## config.mk

```make
export PLATFORM = sky130hd
export DESIGN_NAME = gs232c_rr_issue_arbiter
export DESIGN_NICKNAME = d
export VERILOG_FILES = /design/src/rtl/gs232c_rr_issue_arbiter_pkg.sv /design/src/rtl/gs232c_rr_first_find.sv /design/src/rtl/gs232c_rr_issue_arbiter.sv
export SDC_FILE = /design/constraint.sdc
export NUM_CORES = 1
export LEC_CHECK = 0
export ABC_AREA = 1
export BUFFER_PORTS_ARGS = -buffer_cell sky130_fd_sc_hd__buf_2
export CAP_MARGIN = 25
export CORE_AREA = 2 2 78 80
export CTS_CLUSTER_DIAMETER = 150
export DETAILED_ROUTE_END_ITERATION = 16
export DIE_AREA = 0 0 80 82
export SLEW_MARGIN = 10
export SYNTH_ARGS = -nofsm -noshare
export SYNTH_HDL_FRONTEND = slang
export SYNTH_SLANG_ARGS = --single-unit
```

## constraint.sdc

```tcl
create_clock -name clock -period 3.7 [get_ports clock]
set_input_delay 0.555 -clock clock [delete_from_list [all_inputs] [get_ports clock]]
set_output_delay 0.555 -clock clock [all_outputs]
set_load 0.05 [all_outputs]
```

## src/rtl/gs232c_rr_issue_arbiter_pkg.sv

```systemverilog
// Shared types and helpers for the round-robin issue arbiter.
// Widths here are the maximum supported size; modules zero-extend narrower vectors.
package gs232c_arb_pkg;

  localparam int N_LOG2 = 3;
  localparam int N      = 1 << N_LOG2;

  typedef enum logic {
    IDLE  = 1'b0,
    GRANT = 1'b1
  } state_e;

  function automatic logic [N_LOG2-1:0] onehot2bin(input logic [N-1:0] oh);
    logic [N_LOG2-1:0] b;
    b = '0;
    for (int i = 0; i < N; i++) begin
      if (oh[i]) b = b | N_LOG2'(i);
    end
    return b;
  endfunction

  // Bits strictly above ptr are set; these get first priority in the search.
  function automatic logic [N-1:0] bin2thermo(input logic [N_LOG2-1:0] ptr);
    logic [N-1:0] th;
    for (int i = 0; i < N; i++) begin
      th[i] = (i > int'(ptr));
    end
    return th;
  endfunction

endpackage

```

## src/rtl/gs232c_rr_first_find.sv

```systemverilog
// Combinational masked first-find: lowest eligible bit above ptr, else lowest
// bit at or below ptr, so ptr itself is searched last.
module gs232c_rr_first_find
  import gs232c_arb_pkg::*;
#(
  parameter int n = 3
) (
  input  logic [(1<<n)-1:0] elig,
  input  logic [n-1:0]      ptr,
  output logic              found,
  output logic [(1<<n)-1:0] win_onehot,
  output logic [n-1:0]      win_idx
);

  localparam int NR = 1 << n;

  logic [N-1:0]      eligExt;
  logic [N-1:0]      hiMask;
  logic [N-1:0]      hiVec;
  logic [N-1:0]      loVec;
  logic [N-1:0]      pickVec;
  logic [N-1:0]      pickOh;
  logic [N_LOG2-1:0] ptrExt;
  logic [N_LOG2-1:0] idxFull;

  always_comb begin
    eligExt          = '0;
    eligExt[NR-1:0]  = elig;
    ptrExt           = '0;
    ptrExt[n-1:0]    = ptr;
    hiMask           = bin2thermo(ptrExt);
    hiVec            = eligExt & hiMask;
    loVec            = eligExt & ~hiMask;
    pickVec          = (|hiVec) ? hiVec : loVec;
    // Two's-complement trick isolates the lowest set bit.
    pickOh           = pickVec & (-pickVec);
    idxFull          = onehot2bin(pickOh);
    found            = |eligExt;
    win_onehot       = pickOh[NR-1:0];
    win_idx          = idxFull[n-1:0];
  end

endmodule

```

## src/rtl/gs232c_rr_issue_arbiter.sv

```systemverilog
// Round-robin arbiter for one issue port: registered one-hot grant held until
// accepted, withdrawn or flushed, with back-to-back re-arbitration on accept.
module gs232c_rr_issue_arbiter
  import gs232c_arb_pkg::*;
#(
  parameter int n = 3
) (
  input  logic              clock,
  input  logic              reset,
  input  logic [(1<<n)-1:0] req,
  input  logic [(1<<n)-1:0] mask,
  input  logic              flush,
  input  logic              grant_ready,
  output logic              grant_valid,
  output logic [(1<<n)-1:0] grant_onehot,
  output logic [n-1:0]      grant_idx,
  output logic [n-1:0]      last_ptr
);

  localparam int NR = 1 << n;

  state_e          state_q;
  logic [NR-1:0]   grantOh_q;
  logic [n-1:0]    grantIdx_q;
  logic [n-1:0]    lastPtr_q;

  logic [NR-1:0]   elig;
  logic [NR-1:0]   postElig;
  logic            idleFound;
  logic [NR-1:0]   idleOh;
  logic [n-1:0]    idleIdx;
  logic            postFound;
  logic [NR-1:0]   postOh;
  logic [n-1:0]    postIdx;
  logic            heldReq;

  assign elig     = req & ~mask;
  assign postElig = elig & ~grantOh_q;
  assign heldReq  = req[grantIdx_q];

  gs232c_rr_first_find #(.n(n)) u_idle_find (
    .elig       (elig),
    .ptr        (lastPtr_q),
    .found      (idleFound),
    .win_onehot (idleOh),
    .win_idx    (idleIdx)
  );

  // After an accept the just-served entry is excluded and becomes the pointer.
  gs232c_rr_first_find #(.n(n)) u_post_find (
    .elig       (postElig),
    .ptr        (grantIdx_q),
    .found      (postFound),
    .win_onehot (postOh),
    .win_idx    (postIdx)
  );

  always_ff @(posedge clock or posedge reset) begin
    if (reset) begin
      state_q    <= IDLE;
      grantOh_q  <= '0;
      grantIdx_q <= '0;
      lastPtr_q  <= '1;
    end else begin
      case (state_q)
        IDLE: begin
          if (!flush && idleFound) begin
            state_q    <= GRANT;
            grantOh_q  <= idleOh;
            grantIdx_q <= idleIdx;
          end
        end
        GRANT: begin
          if (flush || !heldReq) begin
            state_q    <= IDLE;
            grantOh_q  <= '0;
            grantIdx_q <= '0;
          end else if (grant_ready) begin
            lastPtr_q <= grantIdx_q;
            if (postFound) begin
              grantOh_q  <= postOh;
              grantIdx_q <= postIdx;
            end else begin
              state_q    <= IDLE;
              grantOh_q  <= '0;
              grantIdx_q <= '0;
            end
          end
        end
        default: begin
          state_q    <= IDLE;
          grantOh_q  <= '0;
          grantIdx_q <= '0;
        end
      endcase
    end
  end

  assign grant_valid  = (state_q == GRANT);
  assign grant_onehot = grantOh_q;
  assign grant_idx    = grantIdx_q;
  assign last_ptr     = lastPtr_q;

endmodule

```

Word-level counts from Yosys, hierarchy flattened
Index checks and enable logic that the tools add are counted.
{ "totals": {"elab_cells": 80, "regBits": 15, "out_inout_bits": 15} }
{ "classes": {"n_reduce_logical": 10, "eq_ne": 2, "bitwise": 14, "n_addsub": 2, "muxes": 33, "n_lt_le_gt_ge": 15} }
{ "ops": {"columns": ["cell", "n"], "rows": [
  ["$and A8 B8 Y8", 8],
  ["$mux W8", 6],
  ["$mux W3", 12],
  ["$not A8 Y8", 4],
  ["$reduce_or A8 Y1", 4],
  ["$gt A3 B3 Y1 const A", 8],
  ["$neg A8 Y8", 2],
  ["$pmux W8 S2", 1],
  ["$gt A2 B3 Y1 const A", 4],
  ["$mux W2", 4],
  ["$mux W1", 7],
  ["$gt A1 B3 Y1 const A", 2],
  ["$pmux W3 S2", 1],
  ["$lt A3 B4 Y1 const B", 1],
  ["$bmux W1 S3", 1],
  ["$ne A3 B2 Y1 const B", 1],
  ["$reduce_and A3 Y1", 1],
  ["$logic_not A1 Y1", 2],
  ["$ne A2 B2 Y1 const B", 1],
  ["$not A1 Y1", 2],
  ["$pmux W1 S2", 1],
  ["$reduce_and A2 Y1", 1],
  ["$logic_and A1 B1 Y1", 1],
  ["$logic_or A1 B1 Y1", 1]
]} }

Depth between registers and ports, before layout
{ "logic_depth": {"depth_word": 19, "depth_mapped": 16, "depth_no_buf": 15} }

Modules after synthesis
From an unflattened synthesis, not the netlist that was laid out.
{ "unflattened": {"hier_cells": 297, "hier_area_um2": 1734.2} }
{ "modules_own_cells": {"columns": ["mod", "seq_area_each_um2", "n_inst", "area_per_inst_um2", "cells_per_inst"], "rows": [
  ["gs232c_rr_issue_arbiter", 379.1, 1, 1028.5, 153],
  ["gs232c_rr_first_find", 0.0, 2, 352.8, 72]
]} }

Worst setup path before layout
OpenSTA, ideal clock, no wires.
{ "synth_timing": {"path_kind": "flip-flop to flip-flop", "start": "reg grantIdx_q[1] (netlist: grant_idx[1])", "end": "reg grantIdx_q[1] (netlist: grant_idx[1])", "setup_slack_ps": 1682, "path_stages_with_launch": 15, "t_arrival_ps": 1902, "path_buffers": 1, "required_ps": 3583, "setup_ps": 117, "path_cell_list": "dfrtp_1 buf_4 nand2_2 inv_2 nand2_1 nand2_1 inv_1 nor2_4 nand2_1 nor2_1 nor2_2 nand4_1 nand3_1 nor2_1 nor2_1"} }
{ "synth_between": {"elab_chain_cells": 16, "elab_cells_between_ends": 30, "cone_classes": "1 x add/sub; 7 x order compare; 1 x eq/ne; 13 x mux; 4 x bitwise; 4 x reduce/logical"} }
{ "synth_lines": {"columns": ["item", "line", "rtl"], "rows": [
  ["from (decl)", "gs232c_rr_issue_arbiter.sv:24", "logic [n-1:0] grantIdx_q;"],
  ["from (signal assigned)", "gs232c_rr_issue_arbiter.sv:70", "grantIdx_q <= idleIdx;"],
  ["from (signal assigned)", "gs232c_rr_issue_arbiter.sv:82", "grantIdx_q <= postIdx;"],
  ["$gt A1 B3 Y1 (tied with other cells)", "gs232c_rr_issue_arbiter_pkg.sv:26", "th[i] = (i > int'(ptr));"],
  ["$and A8 B8 Y8 / $not A8 Y8 (equally long branches)", "gs232c_rr_first_find.sv:32, gs232c_rr_first_find.sv:33", null],
  ["$reduce_or A8 Y1 / $and A8 B8 Y8 (equally long branches)", "gs232c_rr_first_find.sv:34, gs232c_rr_first_find.sv:33", null],
  ["$mux W8", "gs232c_rr_first_find.sv:34", "pickVec = (|hiVec) ? hiVec : loVec;"],
  ["$neg A8 Y8", "gs232c_rr_first_find.sv:36", "pickOh = pickVec & (-pickVec);"],
  ["$and A8 B8 Y8", "gs232c_rr_first_find.sv:36", null],
  ["$mux W2 (2 in a row)", "gs232c_rr_issue_arbiter_pkg.sv:17", "if (oh[i]) b = b | N_LOG2'(i);"],
  ["$mux W3 (4 in a row)", "gs232c_rr_issue_arbiter_pkg.sv:17", null],
  ["$mux W3", "gs232c_rr_issue_arbiter.sv:80", "if (postFound) begin"],
  ["$mux W3", "gs232c_rr_issue_arbiter.sv:78", "end else if (grant_ready) begin"],
  ["$mux W3", "gs232c_rr_issue_arbiter.sv:74", "if (flush || !heldReq) begin"],
  ["$pmux W3 S2", "gs232c_rr_issue_arbiter.sv:65", "case (state_q)"]
]} }
Several ways; a longest one is shown, not always the timed one. The select of a mux whose other input is x is not followed.
A chain may end at the register's enable or synchronous reset.

Worst setup path after layout
{ "layout_timing": {"start": "reg grantIdx_q[0] (netlist: grant_idx[0])", "end": "reg grantIdx_q[0] (netlist: grant_idx[0])"} }
{ "layout_between": {"elab_chain_cells": 17, "elab_cells_between_ends": 31, "cone_classes": "1 x add/sub; 7 x order compare; 1 x eq/ne; 14 x mux; 4 x bitwise; 4 x reduce/logical"} }
{ "layout_lines": {"columns": ["item", "line"], "rows": [
  ["$gt A1 B3 Y1 (tied with other cells)", "gs232c_rr_issue_arbiter_pkg.sv:26"],
  ["$and A8 B8 Y8 / $not A8 Y8 (equally long branches)", "gs232c_rr_first_find.sv:32, gs232c_rr_first_find.sv:33"],
  ["$reduce_or A8 Y1 / $and A8 B8 Y8 (equally long branches)", "gs232c_rr_first_find.sv:34, gs232c_rr_first_find.sv:33"],
  ["$mux W8", "gs232c_rr_first_find.sv:34"],
  ["$neg A8 Y8", "gs232c_rr_first_find.sv:36"],
  ["$and A8 B8 Y8", "gs232c_rr_first_find.sv:36"],
  ["$mux W1", "gs232c_rr_issue_arbiter_pkg.sv:17"],
  ["$mux W2 (2 in a row)", "gs232c_rr_issue_arbiter_pkg.sv:17"],
  ["$mux W3 (4 in a row)", "gs232c_rr_issue_arbiter_pkg.sv:17"],
  ["$mux W3", "gs232c_rr_issue_arbiter.sv:80"],
  ["$mux W3", "gs232c_rr_issue_arbiter.sv:78"],
  ["$mux W3", "gs232c_rr_issue_arbiter.sv:74"],
  ["$pmux W3 S2", "gs232c_rr_issue_arbiter.sv:65"]
]} }
Several ways; a longest one is shown, not always the timed one. The select of a mux whose other input is x is not followed.

==> metrics.md <==
| Metric | Value |
|---|---|
| Vias/cell | `4.78` |
| Avg Cell Area, Syn | `5.79 µm²` |
| Critical Path Sink Type | `flop` |
| Antenna diode count | `0` |
| Num rows | `28` |
| Syn Inst Count | `286` |
| Placer Congestion | `0.896` |
| Crit path largest cell delay | `0.68 ns` |
| Slowest CP cell | `dfrtp_1` |
| Top-area cell type share of the netlist area | `18.1%` |
| Final wirelength | `5.00 mm` |
| Initial core utilization | `28.8%` |
| Initial antenna violation count | `0` |
| Max-Cap Viols | `0` |
| CTS tree | `done` |
| Final min period | `2.16 ns` |
| Synth Area in Adders | `0%` |
| Remaining Overflow, GRT | `0` |
| Routed Antenna Nets | `0` |
| Cell taking the most area after synthesis | `dfrtp_1` |
| Via count | `1877` |
| Synth cell types | `29` |
| Clk_lat worst skew | `0.26 ns` |
| Global-route wire length before repair | `8.01 mm` |
| Die X-Extent | `80 µm` |
| PostCTS Resize Cnt | `0` |
| Finished Cell Area | `1920 µm²` |
| CTS Hold Buffers Added | `0` |
| Compound-Gate Fraction of Synth Area | `10.6%` |
| Final period util | `58.4%` |
| I/O pins | `35` |
| Hold WS | `0.367 ns` |
| Top post-synthesis cells by area | `dfrtp_1, nand2_1, nor2_1` |
| Top cell by count, worst path | `nor2_1` |
| Final WS setup | `1.54 ns` |
| Crit path buffers/inverters | `1` |
| Pwr per Cell Area | `815 nW/µm²` |
| Cts bufs inserted | `3` |
| # setup viols final | `0` |
| Hold WC Path Type | `input port to async pin` |
| H-tree levels | `1` |
| Post-Place Cells | `389` |
| Fmax achieved | `0.463 GHz` |
| Final max-slew violation count | `0` |
| Clk sinks | `15` |
| Root buffer cell | `clkbuf_8` |
| Final hold violations | `0` |
| All-Layer GR Usage | `15.9%` |
| Clk buf depth | `2` |
| Status | `complete, no violations` |
| #FFs+latches synth | `15` |
| Mux cell area share after synthesis | `0%` |
| Final core occ | `33.4%` |
| Worst VDD drop | `322 µV` |
| Initial DRT Pass Iterations | `4` |
| Crit Path Category | `flop to flop` |
| Post-CTS Setup Bufs | `0` |
| Layout net count | `339` |
| Syn Nets | `306` |
| Most common cell after layout, fill and taps aside | `nand2_1` |
| Sequential element share of the synthesized area | `22.9%` |
| Worst-path clk slew | `0.07 ns` |
| Pwr Total | `1.57 mW` |
| Number of DRC markers in iteration 0 | `166` |
| CP delay by family, top | `simple AND/OR/NAND/NOR gates` |
| Post-Place Worst Slack | `1.47 ns` |
| Slew headroom | `57.6%` |
| Critical path peak fanout | `21` |
| Worst slew pin tran | `0.635 ns` |
| Die H | `82 µm` |
| Post-route insts no fill | `393` |
| WP data required | `3.85 ns` |
| Die area | `6560 µm²` |
| Arrival @ worst endpoint | `2.31 ns` |
| Buffers on Ports | `34` |
| CP Cell Sequence | `o21ai_0, nand2_1, nand3_1, nand3_2, nor2_1, nor2_1, buf_4, nand2_1, nor2_1, a21oi_2` |
| Leak | `1.08 nW` |
| Area Growth Syn to Fin | `16.0%` |
| Synth warnings | `0` |
| RSZ-0062 raised after global routing | `no` |
| Placed wire-length estimate | `4.08 mm` |
| Largest net degree at the start of global routing | `22` |
| Final Skew | `0.00208 ns` |
| Synth Area in XOR/XNOR | `0%` |
| Layout cells sized above 1 | `23.6%` |
| DP Area | `1880 µm²` |
| Vias in the first global route | `1695` |
| Synth Area in Simple Gates | `52.7%` |
| DRC | `0` |
| CP startpoint kind | `flop` |
| Highest-count cells in the layout ignoring fill and taps | `nand2_1, nor2_1, inv_1, buf_2, nand3_1` |
| Largest family of logic cells by synthesized area | `simple AND/OR/NAND/NOR gates` |
| Core area | `5750 µm²` |
| Setup_tns | `0 ns` |
| Wirelength per Cell | `12.7 µm` |
| Synthesized area | `1660 µm²` |
report_power, final:
group | switching (mW) | internal [mW] | total, mW | leakage (nW)
Combinational | 0.737 | 0.284 | 1.02 | 0.868
Clock | 0.0709 | 0.0750 | 0.146 | 0.0255
Sequential | 0.149 | 0.251 | 0.400 | 0.183
Total | 0.956 | 0.610 | 1.57 | 1.08
layout make-up:
cell class              count  area (µm²)
repair buffers             35         178
flip-flops and latches     15         379
clock buffers               3        41.3
inverters                  47         176
clock inverters             1        5.00
fillers                   685        3820
multi-input cells         217        1050
well taps                  75        93.8
sequential cells by signal, summed over array words and instances, names as in the netlist:
| name | cells |
|---|---|
| last_ptr | 3 |
| grant_valid | 1 |
| grant_idx | 3 |
| grant_onehot | 8 |
worst register-to-register path: cells and delay by family, from the launching register on:
kind	cells	cell delay, ns
flops	1	0.68
compound gates	2	0.25
simple gates	7	0.89
buf+inv	1	0.23
Yosys cell counts:
| library cell | count |
|---|---|
| a21oi_1 | 8 |
| nand3_1 | 31 |
| dfstp_2 | 3 |
| inv_2 | 4 |
| buf_6 | 2 |
| nor2_1 | 44 |
| o21a_1 | 1 |
| o21ai_2 | 2 |
| nand2_4 | 1 |
| nor2_4 | 4 |
| nor4_1 | 2 |
| nand3b_1 | 1 |
| nand4_1 | 6 |
| nor2_2 | 10 |
| a21oi_2 | 1 |
| a311o_1 | 1 |
| nor3_1 | 1 |
| nor3_2 | 1 |
| nand2_1 | 75 |
| buf_2 | 3 |
| nand2_2 | 7 |
| o21ai_1 | 4 |
| nand3_2 | 3 |
| o21ai_0 | 8 |
| and2_1 | 1 |
| a31oi_1 | 5 |
| dfrtp_1 | 12 |
| inv_1 | 43 |
| buf_4 | 2 |
routing by layer:
layer	vias to the layer above	track usage [%]	share of wire (%)
met3	9	2.75	6.3
met1	834	20.5	45
met5	-	0	0
li1	972	-	-
met2	62	26.8	47
met4	0	5.08	1.5
logic make-up after synthesis:
| kind of cell | Yosys count |
|---|---|
| and+or+nand+nor | 187 |
| buffers and inverters | 54 |
| AOI/OAI and AO/OA | 30 |
| DFF | 15 |
final timing paths:
| kind | start | to | slack [ns] | depth (start not counted) |
|---|---|---|---|---|
| setup / recovery | grant_idx[0] | grant_idx[0] | 1.54 | 10 |
| hold / removal | reset | grant_onehot[1] | 0.37 | 2 |
| setup reg to reg | grant_idx[0] | grant_idx[0] | 1.54 | 10 |
| hold reg to reg | last_ptr[0] | last_ptr[0] | 0.54 | 2 |
| max in group asynchronous | reset | grant_idx[0] | 2.93 | 2 |
| min in group clock | last_ptr[0] | last_ptr[0] | 0.54 | 2 |
(Power assumes the default switching activity.)
